### src/rtl/if_fetch_stage.sv
// if_fetch_stage: PC generation, 1-cycle synchronous imem fetch, 2-entry output queue with flushing redirect.
module if_fetch_stage #(
  parameter int ADDR_W = 32,
  parameter int DATA_W = 32,
  parameter logic [ADDR_W-1:0] RESET_PC = '0,
  parameter int PC_STEP = 4
) (
  input  logic              clk,
  input  logic              rst_n,
  output logic              imem_req,
  output logic [ADDR_W-1:0] imem_addr,
  input  logic [DATA_W-1:0] imem_rdata,
  input  logic              redirect_valid,
  input  logic [ADDR_W-1:0] redirect_pc,
  output logic              out_valid,
  input  logic              out_ready,
  output logic [DATA_W-1:0] out_inst,
  output logic [ADDR_W-1:0] out_pc
);
  typedef enum logic {IDLE, RUN} state_t;
  state_t r_state, w_next_state;
  logic [ADDR_W-1:0] r_fetch_pc, r_req_pc;
  logic [1:0] r_count;
  logic r_inflight, r_kill;
  logic [DATA_W-1:0] r_q_inst [2];
  logic [ADDR_W-1:0] r_q_pc [2];
  logic w_pop, w_push, w_room, w_wr_idx;
  logic [2:0] w_occ;
  always_ff @(posedge clk or negedge rst_n)
    if (!rst_n) r_state <= IDLE;
    else r_state <= w_next_state;
  always_comb w_next_state = RUN;
  assign out_valid = r_count != 2'd0;
  assign out_inst  = r_q_inst[0];
  assign out_pc    = r_q_pc[0];
  assign w_pop     = out_valid & out_ready;
  // credit check: queued + in-flight after this cycle's pop must leave room for one more
  assign w_occ     = {1'b0, r_count} + {2'b0, r_inflight} - {2'b0, w_pop};
  assign w_room    = w_occ < 3'd2;
  assign w_push    = r_inflight & !r_kill;
  assign w_wr_idx  = r_count[0] ^ w_pop;
  always_comb begin
    imem_req  = (r_state == RUN) & !redirect_valid & w_room;
    imem_addr = r_fetch_pc;
  end
  always_ff @(posedge clk or negedge rst_n)
    if (!rst_n) begin
      r_fetch_pc <= RESET_PC;
      r_req_pc   <= '0;
      r_count    <= 2'd0;
      r_inflight <= 1'b0;
      r_kill     <= 1'b0;
      r_q_inst   <= '{default: '0};
      r_q_pc     <= '{default: '0};
    end else begin
      r_inflight <= imem_req;
      r_kill     <= redirect_valid & r_inflight;
      if (imem_req) r_req_pc <= r_fetch_pc;
      if (redirect_valid) begin
        r_count    <= 2'd0;
        r_fetch_pc <= redirect_pc & ~ADDR_W'(3);
      end else begin
        if (imem_req) r_fetch_pc <= r_fetch_pc + ADDR_W'(PC_STEP);
        r_count <= r_count - {1'b0, w_pop} + {1'b0, w_push};
        if (w_pop) begin
          r_q_inst[0] <= r_q_inst[1];
          r_q_pc[0]   <= r_q_pc[1];
        end
        // later write wins over the shift when push lands on the head slot
        if (w_push) begin
          r_q_inst[w_wr_idx] <= imem_rdata;
          r_q_pc[w_wr_idx]   <= r_req_pc;
        end
      end
    end
endmodule

### config.mk
export PLATFORM = sky130hd
export DESIGN_NAME = if_fetch_stage
export DESIGN_NICKNAME = d
export VERILOG_FILES = /design/src/rtl/if_fetch_stage.sv
export SDC_FILE = /design/constraint.sdc
export NUM_CORES = 1
export LEC_CHECK = 0
export ABC_CLOCK_PERIOD_IN_PS = 3700
export BUFFER_PORTS_ARGS = -buffer_cell sky130_fd_sc_hd__buf_2
export CORE_ASPECT_RATIO = 0.7
export CORE_UTILIZATION = 35
export CTS_CLUSTER_SIZE = 10
export DETAILED_ROUTE_END_ITERATION = 6
export GPL_TIMING_DRIVEN = 0
export SLEW_MARGIN = 20
export SYNTH_ARGS = -nofsm -noshare
export SYNTH_HDL_FRONTEND = slang
export SYNTH_SLANG_ARGS = --single-unit
### constraint.sdc
create_clock -name clk -period 3.7 [get_ports clk]
set_input_delay 0.185 -clock clk [delete_from_list [all_inputs] [get_ports clk]]
set_output_delay 0.185 -clock clk [all_outputs]
set_load 0.02 [all_outputs]
==> run_results.csv, run 1 <==
group,metric,value,unit
timing,fin_hold_ws,0.03071,ns
timing,maxSlewViolCount,0,
power_and_ir_drop,peakVddDrop,0.0004039,V
run,maxCapViolCount,0,
place,hpwl,14.70,mm
routing,drtIter0Drc,264,
clock_tree,clock_sinks,191,
worst_setup_path,reg2regPathDepth,9,
timing,finalSetupViolCount,0,
floorplanning,die_y,134.7,microns
worst_setup_path,cp_slowest_cell,"dfrtp_1",
routing,routed_via_density,4.746,
timing,fin_skew,0.008880,ns
clock_tree,cts_buffer_depth,2,
clock_tree,insertion_delay,0.43,ns
final_layout,diodes,0,
power_and_ir_drop,power.total,8913,uW
clock_tree,cts_tree,"built",
floorplanning,die_w,191.5,microns
logic_synthesis,synthFlopType,"dfrtp_1",
worst_setup_path,cp_max_fo,11,
logic_synthesis,synth_area_leader_cell,"dfrtp_1",
routing,ant_nets,0,
timing,relSlewSlack,0.6302,
worst_setup_path,critPathCaptureType,"output pin",
place,io_buffers,160,
final_layout,final_nets,1072,
logic_synthesis,ys_seq_elements,191,
logic_synthesis,synth_top_area_frac,0.5432,
logic_synthesis,async_flop_share,1.000,
timing,worst_pin_slew,0.5547,ns
floorplanning,fp.dieArea,25790,sq um
global_route,grtUsageTotal,0.1681,
worst_setup_path,worstPathArrival,3.25,ns
global_route,antenna_found_initial,0,
min_path,hold_start,"imem_rdata[19]",
timing,rsz0062_at_grt,"false",
timing,fmaxAchievable,0.2909,GHz
logic_synthesis,postSynthAreaPerCell,11.50,sq um
outcome,status,"completed",
clock_tree,cts_root_buf,"clkbuf_16",
power_and_ir_drop,p_per_area,796.0,nW/um^2
final_layout,drive_above_1_share,0.3840,
routing,vias,6350,
logic_synthesis,yosysUniqueCellTypes,37,
timing,min_period,3.437,ns
worst_setup_path,cp-start-kind,"flop",
floorplanning,core_area,24680,sq um
worst_setup_path,timing.rr.start,"r_count[1]",
worst_setup_path,slowest_delay,0.47,ns
global_route,grt-ovfl-total,0,
floorplanning,initial_core_util,0.3564,
worst_setup_path,cpMostUsedCell,"buf_2",
routing,dr.pass1.iters,5,
global_route,grt_max_degree,88,
routing,wl_per_cell,15.64,microns
clock_tree,path_clk_slew,0.07,ns
routing,drcViolationCount,0,
timing,hold_viol_final,0,
place,place.gp.congestion,0.8325,
worst_setup_path,reg2reg_to,"r_req_pc[26]",
logic_synthesis,ys_seq_area_frac,0.5432,
logic_synthesis,synth.most_common_cell,"dfrtp_1",
power_and_ir_drop,total_leakage_power,0.005642,uW
logic_synthesis,synth_warnings,0,
final_layout,area_growth_syn_to_layout,27.26,%
worst_setup_path,path_cells,"or2_2 -> nand2_1 -> nor2_1 -> fa_1 -> xnor2_1 -> and4_1 -> buf_2 -> buf_2 -> buf_2",
min_path,min_to,"r_q_inst[19]",
worst_setup_path,worstSetupPathType,"flop to output pin",
logic_synthesis,netlist_instances,765,
global_route,grt_pass1_wl,33.29,mm
clock_tree,cts_buffers,17,
routing,routed_wl,20.93,mm
floorplanning,num_rows,48,
min_path,whs_path_depth,2,
clock_tree,htreeDepth,4,
logic_synthesis,netlist_area,8798,sq um
floorplanning,ios,166,
logic_synthesis,synth_common_cells,"dfrtp_1, mux2_2, nor2_1, buf_4, a21oi_1",
global_route,grt_pass1_vias,6070,
logic_synthesis,synth_enable_flop_cells,0,
clock_tree,post-cts-setup-buffers,0,
worst_setup_path,worst-r2r-setup-slack,0.60,ns
timing,fin_crit_sh,0.9290,
min_path,min_path_type,"input pin to flop",
logic_synthesis,synth_area_leaders,"dfrtp_1, mux2_2, mux2i_1",
worst_setup_path,cp.required,3.51,ns
[sequential cells by signal, summed over array words and instances, names as in the netlist]
| register | flops |
|---|---|
| r_q_inst | 32 |
| r_kill | 1 |
| r_state | 1 |
| r_inflight | 1 |
| r_q_pc | 30 |
| imem_addr | 30 |
| out_inst | 32 |
| r_count | 2 |
| r_req_pc | 30 |
| out_pc | 32 |
[cells in the final DEF (no fill, tap or decap), types with 9 or more instances in the layout]
cell type	instances
buf_4	66
a21oi_1	64
clkbuf_16	17
o21ai_0	23
nor2_1	69
nand3_1	18
xor2_1	18
buf_2	190
dfrtp_1	191
mux2i_1	62
nand4_1	16
dlygate4sd3_1	53
mux2_2	91
clkbuf_1	9
nand2_1	42
[timing repair]
| action | CTS | global route |
|---|---|---|
| hold buffers | 52 | 1 |
| endpoints found under the hold margin | 91 | 1 |
| gates resized for setup | 0 | 0 |
[kinds of logic (layout without fill, tap and decap cells)]
group / after synthesis / in the layout / synth area share
flip-flops: 191 / 191 / 0.5432
other: 2 / 3 / 0.0008536
XOR/XNOR: 23 / 23 / 0.02289
AND/OR/NAND/NOR: 174 / 174 / 0.09101
buffers and inverters: 112 / 359 / 0.08035
adder cells (fa/ha/maj): 4 / 4 / 0.006542
multiplexers: 153 / 153 / 0.1870
AO/OA/AOI/OAI: 106 / 106 / 0.06812
[routing by layer]
layer	global-route usage	part of all wire	vias to the layer above
met2	0.2309	0.40	204
met5	0	0	-
li1	-	-	3065
met4	0.04277	0.0075	0
met3	0.03924	0.059	13
met1	0.2612	0.53	3068
[area by class of cell]
cell class / instances / area, sq um
clock buffers: 19 / 452.9
multi-input cells: 463 / 3316
repair buffers: 215 / 1396
flip-flops and latches: 191 / 4780
plain buffers: 106 / 684.4
clock inverters: 13 / 138.9
well taps: 325 / 406.6
fillers: 2320 / 13490
inverters: 6 / 22.52
[per-stage QoR]
step | util | cells | setup WS (ns) | instance area [sq um] | setup TNS (ns)
6_report | 0.4536 | 1338 | 0.2628 | 11200 | 0
5_1_grt | 0.4536 | 1338 | 0.1040 | 11200 | 0
4_1_cts | 0.4532 | 1337 | 0.2404 | 11190 | 0
3_5_place_dp | 0.4082 | 1253 | 0.6508 | 10070 | 0
3_3_place_gp | 0.4055 | 1251 | -0.8655 | 10010 | -159.09
2_1_floorplan | - | 766 | 0.9468 | 8802 | 0
[where the power goes]
group	switching [uW]	internal, uW	leakage [uW]
Sequential	537	2930	0.00239
Combinational	1860	1740	0.00296
Clock	899	940	0.000292
Total	3300	5610	0.00564
[worst max-delay path by stage]
stage / startpoint / endpoint / slack [ns] / depth (start not counted)
detailed placement: r_count[1] / r_req_pc[26] / 0.65 / 9
finish: r_count[1] / imem_req / 0.26 / 9
global route: r_count[1] / imem_req / 0.10 / 9
global placement: rst_n / out_pc[27] / -0.87 / 1
CTS: r_count[1] / imem_req / 0.24 / 9
floorplan: r_count[1] / r_req_pc[14] / 0.95 / 9
[worst max-delay path, delay by kind of cell, from the launching register on]
| kind | cells | cell delay [ns] |
|---|---|---|
| flip-flops | 1 | 0.47 |
| XOR/XNOR | 1 | 0.20 |
| adder cells (fa/ha/maj) | 1 | 0.41 |
| AND/OR/NAND/NOR | 4 | 0.94 |
| buffers and inverters | 3 | 0.80 |
(Power assumes the default switching activity.)
==> run 2: changes to the inputs <==
CTS_CLUSTER_SIZE = not set   (was 10)
PLACE_DENSITY = 0.64   (was not set)
==> run_results.csv, run 2 (synthesis results as in run 1) <==
group,metric,value,unit
clock_tree,cts_buffers,17,
clock_tree,cts_buffer_depth,2,
final_layout,diodes,0,
outcome,status,"completed",
clock_tree,cts_resized,0,
global_route,grt_max_degree,75,
global_route,grt_pass1_wl,34.12,mm
worst_setup_path,cp_slowest_cell,"dfrtp_1",
global_route,grt-ovfl-total,0,
timing,fin_crit_sh,0.9107,
final_layout,drive_above_1_share,0.3829,
final_layout,final_nets,1075,
worst_setup_path,cp_top_family,"simple AND/OR/NAND/NOR gates",
floorplanning,num_rows,48,
worst_setup_path,slowest_delay,0.46,ns
place,post_dp_cell_area,10070,sq um
timing,finalSetupViolCount,0,
global_route,grt_pass1_vias,6413,
floorplanning,die_y,134.7,microns
worst_setup_path,reg2regPathDepth,10,
place,place.gp.congestion,0.8622,
routing,dr.pass1.iters,4,
timing,rsz0062_at_grt,"false",
power_and_ir_drop,peakVddDrop,0.0004255,V
worst_setup_path,cp_num_cells,9,
clock_tree,cts_root_buf,"clkbuf_16",
final_layout,area_growth_syn_to_layout,28.09,%
clock_tree,cts_hold_buffers,56,
floorplanning,initial_core_util,0.3564,
place,hpwl,14.83,mm
worst_setup_path,cp_max_fo,11,
routing,routed_via_density,4.786,
run,maxCapViolCount,0,
clock_tree,path_clk_slew,0.08,ns
routing,ant_nets,0,
timing,maxSlewViolCount,0,
power_and_ir_drop,total_leakage_power,0.005671,uW
routing,drtIter0Drc,344,
routing,vias,6418,
global_route,antenna_found_initial,0,
clock_tree,cts_tree,"built",
floorplanning,fp.dieArea,25790,sq um
timing,min_period,3.369,ns
worst_setup_path,cp.required,3.51,ns
min_path,whs_path_depth,2,
clock_tree,post-cts-setup-buffers,0,
clock_tree,insertion_delay,0.44,ns
timing,fmaxAchievable,0.2968,GHz
timing,relSlewSlack,0.6295,
worst_setup_path,worstPathArrival,3.18,ns
worst_setup_path,worstSetupPathType,"flop to output pin",
clock_tree,clock_sinks,191,
routing,wl_per_cell,15.88,microns
worst_setup_path,cpMostUsedCell,"buf_2",
timing,fin_skew,0.008966,ns
timing,hold_viol_final,0,
final_layout,final_common_cell,"dfrtp_1",
global_route,grtUsageTotal,0.1724,
floorplanning,core_area,24680,sq um
worst_setup_path,cp_num_buf_inv,3,
min_path,min_path_type,"input pin to flop",
power_and_ir_drop,p_per_area,804.5,nW/um^2
worst_setup_path,critPathCaptureType,"output pin",
power_and_ir_drop,power.total,9067,uW
final_layout,design_area,11270,sq um
place,io_buffers,160,
routing,drcViolationCount,0,
worst_setup_path,cp-start-kind,"flop",
floorplanning,die_w,191.5,microns
routing,routed_wl,21.29,mm
floorplanning,ios,166,
worst_setup_path,path_cells,"or2_2 -> nand2_1 -> nor2_1 -> fa_1 -> xnor2_1 -> and4_1 -> buf_2 -> buf_2 -> buf_2",
final_layout,most-common-layout-cells,"dfrtp_1, buf_2, mux2_2",
clock_tree,htreeDepth,4,
timing,worst_pin_slew,0.5558,ns
run 2: per-layer routing:
| layer | vias to the layer above | global-route usage | part of all wire |
|---|---|---|---|
| met4 | 0 | 0.04189 | 0.0084 |
| met1 | 3103 | 0.2612 | 0.52 |
| met2 | 203 | 0.2472 | 0.42 |
| met3 | 18 | 0.03846 | 0.054 |
| li1 | 3094 | - | - |
| met5 | - | 0 | 0 |
run 2: path summary, 6_finish.rpt:
check	end	slack, ns	startpoint
worst max-delay path	imem_req	0.33	r_count[1]
worst min-delay path	r_q_inst[12]	0.02	imem_rdata[12]
worst max register to register	imem_addr[22]	0.67	r_count[1]
worst min register to register	r_q_pc[31]	0.48	r_q_pc[31]
max in group asynchronous	imem_addr[25]	2.71	rst_n
min in group asynchronous	r_q_inst[29]	0.25	rst_n
run 2: cell type report:
type                    instances  area, sq um
flip-flops and latches        191         4780
well taps                     325        406.6
repair buffers                218         1426
fillers                      2315        13410
clock inverters                15        209.0
plain buffers                 106        684.4
inverters                       6        22.52
multi-input cells             463         3316
clock buffers                  17        425.4
run 2: per-stage QoR:
stage	TNS (ns)	worst slack, ns	instances	util	hold slack, ns
6_report	0	0.3305	1341	0.4566	0.02358
5_1_grt	0	0.1779	1341	0.4566	0.0008678
4_1_cts	0	0.3002	1341	0.4566	0.0001104
3_5_place_dp	0	0.6628	1253	0.4082	0.1271
3_3_place_gp	-156.08	-0.8465	1251	0.4055	0.3937
2_1_floorplan	0	0.9468	766	-	-0.1106
run 2: power by group:
group / internal [uW] / switching [uW]
sequential: 2930 / 545
clock: 1050 / 923
combinational: 1750 / 1880
total: 5720 / 3340
